**config.mk**
```make
export PLATFORM = sky130hd
export DESIGN_NAME = bin_cnt_prog_flat
export DESIGN_NICKNAME = d
export VERILOG_FILES = /design/src/rtl/bin_cnt_prog_if.sv /design/src/rtl/bin_cnt_prog.sv /design/src/flat_wrapper.sv
export SDC_FILE = /design/constraint.sdc
export NUM_CORES = 1
export LEC_CHECK = 0
export BUFFER_PORTS_ARGS = -buffer_cell sky130_fd_sc_hd__buf_2
export CAP_MARGIN = 10
export CORE_MARGIN = 2
export CORE_UTILIZATION = 44
export CTS_BUF_LIST = sky130_fd_sc_hd__clkbuf_2 sky130_fd_sc_hd__clkbuf_4 sky130_fd_sc_hd__clkbuf_8
export DETAILED_ROUTE_END_ITERATION = 7
export GPL_ROUTABILITY_DRIVEN = 1
export PLACE_DENSITY = 0.75
export SLEW_MARGIN = 20
export SYNTH_ARGS = -nofsm -noshare
export SYNTH_HDL_FRONTEND = slang
export SYNTH_SLANG_ARGS = --single-unit
```
**constraint.sdc**
```tcl
create_clock -name clk -period 2.4 [get_ports clk]
set_clock_uncertainty 0.2 [all_clocks]
set_input_delay 0.36 -clock clk [delete_from_list [all_inputs] [get_ports clk]]
set_output_delay 0.36 -clock clk [all_outputs]
set_load 0.02 [all_outputs]
```
**src/rtl/bin_cnt_prog_if.sv**
```systemverilog
// Control, value and status bundle of the programmable binary counter.
// The master side drives controls and values; the counter is the slave.
interface bin_cnt_prog_if #(
    parameter int WIDTH = 8
);
    logic             en;
    logic             clr;
    logic             start;
    logic             stop;
    logic             mode;
    logic             dir;
    logic [WIDTH-1:0] n_start;
    logic [WIDTH-1:0] n_count;
    logic [WIDTH-1:0] count;
    logic             max_tick;
    logic             busy;
    logic             done;

    modport master (
        output en, clr, start, stop, mode, dir, n_start, n_count,
        input  count, max_tick, busy, done
    );

    modport slave (
        input  en, clr, start, stop, mode, dir, n_start, n_count,
        output count, max_tick, busy, done
    );
endinterface

```
**src/rtl/bin_cnt_prog.sv**
```systemverilog
// Programmable up/down binary counter with free-run / one-shot modes and an
// IDLE/RUN/DONE control FSM; used as a tick generator and interval timer.
module bin_cnt_prog #(
    parameter int          WIDTH      = 8,
    parameter int unsigned INIT       = 1,
    parameter bit          AUTO_START = 1'b1
) (
    input  logic          clk,
    input  logic          reset,
    bin_cnt_prog_if.slave bus
);

    typedef enum logic [1:0] {
        ST_IDLE = 2'b00,
        ST_RUN  = 2'b01,
        ST_DONE = 2'b10
    } state_e;

    localparam logic [WIDTH-1:0] INIT_V    = WIDTH'(INIT);
    localparam state_e           RST_STATE = AUTO_START ? ST_RUN : ST_IDLE;

    state_e           state_q, state_d;
    logic [WIDTH-1:0] count_q, count_d;
    logic             done_q, done_d;
    logic             at_term_s;

    assign at_term_s = (count_q == bus.n_count);

    // Next state: clr > stop > start > count step.
    always_comb begin
        state_d = state_q;
        count_d = count_q;
        done_d  = done_q;
        if (bus.clr) begin
            count_d = bus.n_start;
            done_d  = 1'b0;
            state_d = RST_STATE;
        end else if (bus.stop) begin
            // stop also masks a simultaneous start, whatever the state
            if (state_q == ST_RUN) begin
                state_d = ST_IDLE;
            end else begin
                state_d = state_q;
            end
        end else if (bus.start) begin
            count_d = bus.n_start;
            done_d  = 1'b0;
            state_d = ST_RUN;
        end else begin
            case (state_q)
                ST_RUN: begin
                    if (!bus.en) begin
                        count_d = count_q;
                    end else if (at_term_s) begin
                        if (bus.mode) begin
                            state_d = ST_DONE;
                            done_d  = 1'b1;
                        end else begin
                            count_d = bus.n_start;
                        end
                    end else if (bus.dir) begin
                        count_d = count_q - {{(WIDTH-1){1'b0}}, 1'b1};
                    end else begin
                        count_d = count_q + {{(WIDTH-1){1'b0}}, 1'b1};
                    end
                end
                ST_IDLE: state_d = ST_IDLE;
                ST_DONE: state_d = ST_DONE;
                default: state_d = ST_IDLE;
            endcase
        end
    end

    // State, count and done registers with asynchronous reset.
    always_ff @(posedge clk or negedge reset) begin
        if (!reset) begin
            state_q <= RST_STATE;
            count_q <= INIT_V;
            done_q  <= 1'b0;
        end else begin
            state_q <= state_d;
            count_q <= count_d;
            done_q  <= done_d;
        end
    end

    assign bus.count    = count_q;
    assign bus.done     = done_q;
    assign bus.busy     = (state_q == ST_RUN);
    assign bus.max_tick = (state_q == ST_RUN) & bus.en & at_term_s;

endmodule

```
**src/flat_wrapper.sv**
```systemverilog
// flat-port wrapper written by rule: the top's interface ports become plain ports
module bin_cnt_prog_flat 
#(
    parameter int          WIDTH      = 8,
    parameter int unsigned INIT       = 1,
    parameter bit          AUTO_START = 1'b1
)
  (clk, reset, bus_en, bus_clr, bus_start, bus_stop, bus_mode, bus_dir, bus_n_start, bus_n_count, bus_count, bus_max_tick, bus_busy, bus_done);
  bin_cnt_prog_if #(.WIDTH(WIDTH)) bus_i ();
  input  logic clk;
  input  logic reset;
  input wire logic [$bits(bus_i.en)-1:0] bus_en;
  input wire logic [$bits(bus_i.clr)-1:0] bus_clr;
  input wire logic [$bits(bus_i.start)-1:0] bus_start;
  input wire logic [$bits(bus_i.stop)-1:0] bus_stop;
  input wire logic [$bits(bus_i.mode)-1:0] bus_mode;
  input wire logic [$bits(bus_i.dir)-1:0] bus_dir;
  input wire logic [$bits(bus_i.n_start)-1:0] bus_n_start;
  input wire logic [$bits(bus_i.n_count)-1:0] bus_n_count;
  output wire logic [$bits(bus_i.count)-1:0] bus_count;
  output wire logic [$bits(bus_i.max_tick)-1:0] bus_max_tick;
  output wire logic [$bits(bus_i.busy)-1:0] bus_busy;
  output wire logic [$bits(bus_i.done)-1:0] bus_done;
  assign bus_i.en = bus_en;
  assign bus_i.clr = bus_clr;
  assign bus_i.start = bus_start;
  assign bus_i.stop = bus_stop;
  assign bus_i.mode = bus_mode;
  assign bus_i.dir = bus_dir;
  assign bus_i.n_start = bus_n_start;
  assign bus_i.n_count = bus_n_count;
  assign bus_count = bus_i.count;
  assign bus_max_tick = bus_i.max_tick;
  assign bus_busy = bus_i.busy;
  assign bus_done = bus_i.done;
  bin_cnt_prog #(.WIDTH(WIDTH), .INIT(INIT), .AUTO_START(AUTO_START)) u_core (.clk(clk), .reset(reset), .bus(bus_i));
endmodule
```
==> results of run 1 <==
## worst paths after layout
kind | from | to | slack, ps | cells after the start
max | u_core.bus.count[0]$_DFFE_PN1P_ | bus_max_tick | 90 | 6
min | bus_n_start[0] | u_core.bus.count[0]$_DFFE_PN1P_ | 100 | 3
max reg2reg | u_core.bus.count[3]$_DFFE_PN0P_ | u_core.bus.count[7]$_DFFE_PN0P_ | 100 | 7
min reg2reg | u_core.bus.done$_DFFE_PN0P_ | u_core.bus.done$_DFFE_PN0P_ | 310 | 2
max in group asynchronous | reset | u_core.state_q[0]$_DFFE_PN1P_ | 1460 | 2
min in group asynchronous | reset | u_core.bus.count[7]$_DFFE_PN0P_ | 270 | 2
## stage by stage
step                setup TNS, ps  setup slack (ps)
global route               -42.45            -24.48
global placement                0             42.58
floorplan                       0             3.592
CTS                             0             14.34
detailed placement         -21.49            -21.49
finish                          0             89.39
## cells by family (layout without fill, tap and decap cells)
logic type / after synthesis / after routing / synth area share [%]
xor gates and xnor gates: 11 / 11 / 10.04
muxes: 2 / 2 / 2.216
AOI/OAI and AO/OA: 36 / 36 / 25.03
adders and majority gates: 8 / 8 / 11.21
DFF: 11 / 11 / 28.94
and+or+nand+nor: 36 / 36 / 18.52
buffers and inverters: 9 / 66 / 4.042
## registers in the layout (all words and copies together), names as in the netlist
name	count
u_core.state_q	2
u_core.bus.count	8
u_core.bus.done	1
## metal layers
metal / part of all wire [%] / track usage (%)
met1: 42 / 27.12
met2: 47 / 32.89
met3: 6.9 / 4.464
met4: 3.4 / 6.757
met5: 0 / 0
## timing repair
item	in CTS	in global routing
hold buffers	1	0
setup endpoints to repair	0	2
buffers inserted	0	9
hold endpoints to repair	9	0
gates resized for setup	0	7
## report_power, final
group / leakage [nW] / internal [W] / switching (W) / total, W
Sequential: 0.130 / 0.000213 / 0.0000276 / 0.000241
Clock: 0.0184 / 0.0000759 / 0.0000735 / 0.000149
Combinational: 0.500 / 0.000214 / 0.000210 / 0.000424
Total: 0.648 / 0.000503 / 0.000311 / 0.000814
## cell usage in the layout (no fill, tap or decap), types with 3 or more instances in the layout
cell type,synthesis,layout
sky130_fd_sc_hd__buf_2,1,34
sky130_fd_sc_hd__ha_1,7,6
sky130_fd_sc_hd__nor3_1,3,3
sky130_fd_sc_hd__clkbuf_4,0,4
sky130_fd_sc_hd__o21ai_0,9,9
sky130_fd_sc_hd__dfrtp_1,9,7
sky130_fd_sc_hd__a31oi_1,3,3
sky130_fd_sc_hd__xnor2_1,9,9
sky130_fd_sc_hd__nand4_1,3,3
sky130_fd_sc_hd__buf_4,1,20
sky130_fd_sc_hd__a21oi_1,8,8
sky130_fd_sc_hd__nor2_1,10,10
sky130_fd_sc_hd__nand2_1,8,8
sky130_fd_sc_hd__inv_1,7,7
## worst max-delay path, stage by stage, from the launching register on
cell and delay [ps]:
sky130_fd_sc_hd__dfstp_2 590, sky130_fd_sc_hd__buf_4 120, sky130_fd_sc_hd__xnor2_1 100, sky130_fd_sc_hd__nand4_1 170
sky130_fd_sc_hd__nor2_1 170, sky130_fd_sc_hd__and3_1 160, sky130_fd_sc_hd__buf_2 160
## final cells by class
class | instances | share of cell area (%)
multi-input cells | 93 | 49.37
inverters | 7 | 1.899
well taps | 27 | 2.441
repair buffers | 55 | 23.87
clock buffers | 4 | 2.170
flip-flops and latches | 11 | 20.25
==> results by group, run 1 <==
Status
  • Outcome: completed

Route
  • Routed wire per std cell: 13.68 um
  • Number of routed nets with antenna violations: 0
  • Drt pass-1 iters: 4
  • Final Routed Wirelength: 2695 um
  • Routed vias: 1065
  • Vias per inst: 5.406
  • Starting DRC count in detailed routing: 32
  • Remaining design rule violation count: 0

Floorplan
  • Die width: 50.70 um
  • Die ar.: 2570 sq um
  • Chip Height: 50.70 um
  • Rows: 16
  • I/O pin count: 35
  • Starting Density: 47.94%
  • CORE AREA: 2002 sq um

Layout
  • Finished Core Util: 69.13%
  • Ant. Diodes: 0
  • Share of final-layout standard cells stronger than drive strength 1: 42.35%
  • # nets final: 203
  • Count of filler cells inserted in the layout: 166
  • Post-synthesis to final-layout area growth: 44.20%
  • Sequential cell area: 280.3 sq um
  • Area of the multi-input gates: 683.2 sq um
  • Number of standard cells in the layout, taps in and fillers out: 197
  • Post-Layout Inst Area: 1384 sq um

Timing
  • Crit path time final: 2311 ps
  • Pins over their slew limit: 0
  • Final setup fails: 0
  • Worst relative slew slack: 70.37%
  • Transition time of the tightest slew-check pin: 441.5 ps
  • Max Clk Rate: 0.4328 GHz
  • Final worst hold slack: 103.7 ps
  • Number of endpoints with negative hold slack in the final report: 0
  • Final cycle utilization of the critical path: 96.28%

Synth
  • Nets in the synthesized netlist: 145
  • Count of state elements after synthesis: 11
  • Ys flop type: sky130_fd_sc_hd__dfrtp_1
  • EDFF count, synth: 0
  • Summed instance area of the synthesized netlist: 959.7 sq um
  • Number of warnings reported in the yosys synthesis log: 0
  • Share of Yosys cell area claimed by the top area cell type: 23.47%
  • Seq/Total Area, Yosys: 28.94%
  • Synthesized instance count: 113
  • Yosys top cell by area: sky130_fd_sc_hd__dfrtp_1
  • Async SR Flop Fraction: 100.0%
  • Top-count cell post-synth: sky130_fd_sc_hd__nor2_1
  • Post-synthesis cell type count: 40
  • Avg Synthesized Cell Area: 8.493 sq um
  • Top post-synthesis cells by count: sky130_fd_sc_hd__nor2_1, sky130_fd_sc_hd__dfrtp_1, sky130_fd_sc_hd__o21ai_0, sky130_fd_sc_hd__xnor2_1
  • Main area contributors after synthesis: sky130_fd_sc_hd__dfrtp_1, sky130_fd_sc_hd__ha_1, sky130_fd_sc_hd__xnor2_1

Place
  • Gpl congestion: 0.9470
  • Post-Place Cells: 183
  • Half-perimeter wire length of the detailed placement result: 1933 um
  • Area of placed instances: 1246 sq um
  • Port bufs: 34

Clocking
  • CTS Root Buffer Type: sky130_fd_sc_hd__clkbuf_4
  • TritonCTS Buffers: 3
  • Clock edge transition at the registers on the reported setup and hold paths: 80 ps
  • Clock tree from TritonCTS: done
  • Max Root-Sink Buffers: 2
  • TritonCTS sink count: 11
  • Insertion delay of the later-clocked pin in the worst-skew pair: 280 ps
  • Count of H-tree levels built during CTS: 1

Power and ir drop
  • Cell Pwr Density: 588.3 nW/um^2
  • Leakage component of the power: 0.6485 nW
  • Total design power: 0.0008140 W
  • Worst voltage drop across the vdd grid: 0.3613 mV

Critical path
  • Data arrival time at the worst-slack endpoint: 1750 ps
  • Largest fanout on the critical path: 6
  • Worst setup SP type: register
  • Data required time of the critical path: 1840 ps
  • Sort of element at the end of the critical path: primary output
  • Critical path class: reg -> out

Worst hold path
  • Class of the worst hold path: in -> reg

Global routing
  • Initial antenna violation count: 0
  • Vias in the first global route: 923
  • Pin count of the biggest net entering global routing: 12
  • Sum of overflow across all layers after global routing: 0
  • GRT Resource Usage Total: 20.46%
  • Wire length of the first global-routing pass: 3988 um

Run
  • Max-Cap Viols: 0
Power figures use the tool's default switching activity.
==> inputs of run 2 (changes only) <==
GPL_TIMING_DRIVEN = 0   (was unset)
==> run 2 against run 1 <==
Cell area is 8.1% lower. Sequential power is 3% higher. Total power shrank 8.0%. Via count down 2.6%. Wire length is 3.9% lower. Count of clock-buffer cells in the layout stayed put. Non-clock buffer count down 15. First-iteration DRC count is 31% lower. Largest power group unchanged.
==> results by group, run 2 (synthesis gave the netlist of run 1 again) <==
Status
  • Outcome: completed

Layout
  • Count of filler cells inserted in the layout: 189
  • Finished Core Util: 63.50%
  • Post-Layout Inst Area: 1271 sq um
  • Leading cell type in the layout, fill and taps excluded: sky130_fd_sc_hd__buf_2
  • Top library cells by usage in the layout, fill and taps aside: sky130_fd_sc_hd__buf_2, sky130_fd_sc_hd__nor2_1, sky130_fd_sc_hd__xnor2_1, sky130_fd_sc_hd__o21ai_0
  • Ant. Diodes: 0
  • # nets final: 188
  • Max FFs per register: 8
  • Post-synthesis to final-layout area growth: 32.46%
  • Share of final-layout standard cells stronger than drive strength 1: 36.77%

Global routing
  • Wire length of the first global-routing pass: 4195 um
  • Vias in the first global route: 983
  • GRT Resource Usage Total: 21.42%
  • Pin count of the biggest net entering global routing: 12
  • Sum of overflow across all layers after global routing: 0
  • Initial antenna violation count: 0

Timing
  • Final setup fails: 0
  • Fin Setup TNS: 0 ps
  • Number of endpoints with negative hold slack in the final report: 0
  • Max Clk Rate: 0.4261 GHz
  • Crit path time final: 2347 ps
  • Final worst hold slack: 117.8 ps
  • RSZ-0062 raised after global routing: true
  • Worst relative slew slack: 75.06%
  • Pins over their slew limit: 0
  • Transition time of the tightest slew-check pin: 374.1 ps
  • Final cycle utilization of the critical path: 97.80%
  • Worst Slack Setup Final: 52.86 ps

Critical path
  • Critical path class: reg -> reg
  • Data arrival time at the worst-slack endpoint: 2360 ps
  • Sort of element at the end of the critical path: register
  • Cell family with most CP delay: compound AO/OA/AOI/OAI gates
  • Slowest library cell on the worst path: sky130_fd_sc_hd__or4_1
  • Cell chain of the critical path: ha_4 > a21o_2 > a221oi_2 > a21oi_2 > xnor2_1 > or4_1 > nand3_1
  • Worst setup SP type: register
  • CP max stage delay: 510 ps
  • Data required time of the critical path: 2410 ps
  • Number of buffers and inverters on the critical path: 0
  • Largest fanout on the critical path: 5

Clocking
  • TritonCTS Buffers: 3
  • TritonCTS sink count: 11
  • Clock tree from TritonCTS: done
  • CTS Root Buffer Type: sky130_fd_sc_hd__clkbuf_4
  • Insertion delay of the later-clocked pin in the worst-skew pair: 270 ps
  • Count of H-tree levels built during CTS: 1
  • Clock edge transition at the registers on the reported setup and hold paths: 80 ps
  • Max Root-Sink Buffers: 2

Place
  • Area of placed instances: 1176 sq um
  • Port bufs: 34
  • Dpl ws: -129.0 ps
  • Half-perimeter wire length of the detailed placement result: 1950 um
  • Gpl congestion: 0.8090

Floorplan
  • CORE AREA: 2002 sq um
  • Rows: 16
  • Die ar.: 2570 sq um
  • Die width: 50.70 um
  • Chip Height: 50.70 um
  • I/O pin count: 35
  • Starting Density: 47.94%

Power and ir drop
  • Worst voltage drop across the vdd grid: 0.3947 mV
  • Leakage component of the power: 0.5754 nW
  • Cell Pwr Density: 589.4 nW/um^2

Route
  • Number of routed nets with antenna violations: 0
  • Routed wire per std cell: 14.23 um
  • Final Routed Wirelength: 2589 um
  • Routed vias: 1037
  • Drt pass-1 iters: 4
  • Remaining design rule violation count: 0
  • Starting DRC count in detailed routing: 22
  • Vias per inst: 5.698

Worst hold path
  • Class of the worst hold path: in -> reg

Run
  • Max-Cap Viols: 0
==> run 2: what timing repair did <==
| item | 4_1_cts | 5_1_grt |
|---|---|---|
| pin swaps | 1 | 1 |
| endpoints found under the setup margin | 1 | 7 |
| gates resized for setup | 0 | 5 |
| gates cloned | 0 | 0 |
| setup buffers | 1 | 2 |
| hold endpoints to repair | 9 | 0 |
| hold buffers | 1 | 0 |
==> run 2: power breakdown <==
group / total [W] / switching (W) / internal [W]
Clock: 0.000140 / 0.0000644 / 0.0000757
Sequential: 0.000249 / 0.0000357 / 0.000213
Combinational: 0.000360 / 0.000189 / 0.000171
Total: 0.000749 / 0.000289 / 0.000460
==> run 2: path summary, 6_finish.rpt <==
check	from	endpoint	slack [ps]	depth (start not counted)
max	u_core.bus.count[3]$_DFFE_PN0P_	u_core.bus.count[7]$_DFFE_PN0P_	50	7
min	bus_n_start[0]	u_core.bus.count[0]$_DFFE_PN1P_	120	3
max reg2reg	u_core.bus.count[3]$_DFFE_PN0P_	u_core.bus.count[7]$_DFFE_PN0P_	50	7
min reg2reg	u_core.bus.done$_DFFE_PN0P_	u_core.bus.done$_DFFE_PN0P_	280	2
max in group asynchronous	reset	u_core.state_q[0]$_DFFE_PN1P_	1440	2
min in group asynchronous	reset	u_core.bus.count[7]$_DFFE_PN0P_	290	2
==> run 2: per-layer routing <==
metal / part of all wire, % / vias up / GRT usage (%)
met1: 44 / 498 / 26.25
met5: 0 / - / 0
met3: 6.1 / 0 / 5.952
met4: 0 / 0 / 4.505
li1: - / 498 / -
met2: 50 / 41 / 37.28
==> run 2: layout make-up <==
cell class	instances	area, sq um	area share (%)
plain buffers	2	12.51	0.9843
repair buffers	38	202.7	15.94
clock buffers	4	30.03	2.362
well taps	27	33.78	2.657
flip-flops and latches	11	279.0	21.95
inverters	7	26.28	2.067
multi-input cells	93	686.9	54.04
==> run 2: metrics by stage <==
| step | total power, W | std cells |
|---|---|---|
| 3_5_place_dp | 0.0005715 | 174 |
| 3_3_place_gp | 0.0005549 | 174 |
| 5_1_grt | 0.0008039 | 182 |
| 2_1_floorplan | 0.0004718 | 113 |
| 4_1_cts | 0.0007240 | 180 |
| 6_report | 0.0007492 | 182 |
==> run 2: tightest hold or removal path, delay by kind of cell <==
family,cells,cell delay (ps)
buffers and inverters,1,100
AND/OR/NAND/NOR,1,50
AO/OA/AOI/OAI,1,80
==> inputs of run 3 (changes only) <==
CORE_ASPECT_RATIO = 0.6   (was unset)
==> run 3 against run 2 <==
Total power increased by 5.1%. Fmax decreased by 0.49%. Non-clock buffer count increased by 3. Wire length increased by 0.73%. Die area increased by 0.48%. Critical path type unchanged. Critical endpoint unchanged. Highest routed layer is now met4.
==> results by group, run 3 (synthesis gave the netlist of run 1 again) <==
Status
  • Outcome: completed

Place
  • Gpl congestion: 0.8597
  • Port bufs: 34
  • Half-perimeter wire length of the detailed placement result: 1890 um
  • Dpl ws: -143.4 ps

Route
  • Vias per inst: 5.346
  • Drt pass-1 iters: 4
  • Final Routed Wirelength: 2608 um
  • Remaining design rule violation count: 0
  • Routed wire per std cell: 13.87 um
  • Starting DRC count in detailed routing: 71
  • Number of routed nets with antenna violations: 0
  • Routed vias: 1005

Timing
  • Transition time of the tightest slew-check pin: 349.4 ps
  • Final cycle utilization of the critical path: 98.28%
  • Number of endpoints with negative hold slack in the final report: 0
  • Pins over their slew limit: 0
  • Worst relative slew slack: 76.70%
  • Max Clk Rate: 0.4240 GHz
  • Final setup fails: 0
  • Fin Setup TNS: 0 ps
  • Crit path time final: 2359 ps
  • RSZ-0062 raised after global routing: true
  • Worst Slack Setup Final: 41.37 ps

Global routing
  • Vias in the first global route: 856
  • Pin count of the biggest net entering global routing: 12
  • Initial antenna violation count: 0
  • GRT Resource Usage Total: 20.26%
  • Wire length of the first global-routing pass: 3801 um
  • Sum of overflow across all layers after global routing: 0

Critical path
  • Slowest library cell on the worst path: sky130_fd_sc_hd__or4_1
  • Number of cells on the critical path: 7
  • Data arrival time at the worst-slack endpoint: 2370 ps
  • RR Startpoint: u_core.bus.count[3]$_DFFE_PN0P_
  • Worst reg2reg path endpoint: u_core.bus.count[7]$_DFFE_PN0P_
  • Sort of element at the end of the critical path: register
  • Endpoint of the worst setup timing path: u_core.bus.count[7]$_DFFE_PN0P_
  • Worst setup SP type: register
  • Launching element of the worst setup path: u_core.bus.count[3]$_DFFE_PN0P_
  • Cell family with most CP delay: compound AO/OA/AOI/OAI gates
  • Data required time of the critical path: 2420 ps
  • Critical path class: reg -> reg
  • Reg-to-reg slack, setup: 40 ps
  • Logic depth of the worst register-to-register path: 7
  • Number of buffers and inverters on the critical path: 0
  • Cell chain of the critical path: ha_4 > a21o_4 > a221oi_4 > a21oi_2 > xnor2_2 > or4_1 > nand3_1
  • Largest fanout on the critical path: 5
  • CP max stage delay: 530 ps

Floorplan
  • Die ar.: 2583 sq um
  • CORE AREA: 2115 sq um
  • Rows: 13
  • Chip Height: 40.18 um
  • I/O pin count: 35
  • Starting Density: 45.38%
  • Die width: 64.29 um

Power and ir drop
  • Worst voltage drop across the vdd grid: 0.3879 mV
  • Cell Pwr Density: 589.1 nW/um^2
  • Total design power: 0.0007872 W
  • Leakage component of the power: 0.5979 nW

Layout
  • Leading cell type in the layout, fill and taps excluded: sky130_fd_sc_hd__buf_2
  • Top library cells by usage in the layout, fill and taps aside: sky130_fd_sc_hd__buf_2, sky130_fd_sc_hd__nor2_1
  • Share of final-layout standard cells stronger than drive strength 1: 39.87%
  • Post-synthesis to final-layout area growth: 39.24%
  • # nets final: 191
  • Ant. Diodes: 0
  • Max FFs per register: 8

Clocking
  • Clock tree from TritonCTS: done
  • TritonCTS sink count: 11
  • TritonCTS Buffers: 3
  • Insertion delay of the later-clocked pin in the worst-skew pair: 280 ps
  • Max Root-Sink Buffers: 2
  • Count of H-tree levels built during CTS: 1
  • CTS Root Buffer Type: sky130_fd_sc_hd__clkbuf_4
  • Clock edge transition at the registers on the reported setup and hold paths: 70 ps

Worst hold path
  • Class of the worst hold path: in -> reg

Run
  • Max-Cap Viols: 0
==> run 3: where the power goes <==
group          switching, W  internal [W]
clock network     0.0000659     0.0000759
registers         0.0000344      0.000214
logic              0.000201      0.000197
total              0.000301      0.000486
==> run 3: routing by layer <==
layer,global-route usage (%),vias to the layer above,routed length (um)
met3,6.461,4,134
met2,32.81,34,1164
li1,-,505,-
met5,0,-,0
met4,3.191,0,40
met1,27.50,462,1268
==> run 3: how the worst min path moves through the flow <==
stage                    from                               to  slack [ps]  cells past startpoint
2_1_floorplan           reset  u_core.bus.count[1]$_DFFE_PN0P_        -140                      0
3_3_place_gp            reset      u_core.bus.done$_DFFE_PN0P_          50                      1
3_5_place_dp            reset      u_core.bus.done$_DFFE_PN0P_          50                      1
4_1_cts        bus_n_start[0]  u_core.bus.count[0]$_DFFE_PN1P_         120                      3
5_1_grt        bus_n_start[0]  u_core.bus.count[0]$_DFFE_PN1P_         130                      3
6_report       bus_n_start[0]  u_core.bus.count[0]$_DFFE_PN1P_         110                      3
==> run 3: final cells by class <==
type                            count  area, sq um
Tap cell                           30        37.54
Sequential cell                    11        280.3
Multi-Input combinational cell     93        724.4
Clock buffer                        4        30.03
Fill cell                         189        778.2
Buffer                              2        12.51
Inverter                            7        26.28
Timing Repair Buffer               41        225.2
==> run 3: worst min-delay path, cell delays in order <==
cell	delay, ps
sky130_fd_sc_hd__buf_2	100
sky130_fd_sc_hd__nand2_1	50
sky130_fd_sc_hd__o211ai_1	80
==> run 3: through the flow <==
step | utilization, % | cell area (sq um) | hold WS [ps] | std cells
floorplan | - | 972.2 | -135.6 | 113
global placement | 55.80 | 1180 | 51.67 | 177
detailed placement | 55.80 | 1180 | 50.38 | 177
CTS | 59.17 | 1251 | 118.8 | 183
global route | 63.20 | 1336 | 133.6 | 188
finish | 63.20 | 1336 | 111.9 | 188
==> run 3: repair_timing <==
| action | in CTS | in global routing |
|---|---|---|
| hold endpoints to repair | 9 | 0 |
| setup buffers | 1 | 5 |
| pin swaps | 1 | 7 |
| resized for setup | 2 | 11 |
| hold buffers | 1 | 0 |
| setup endpoints to repair | 1 | 8 |
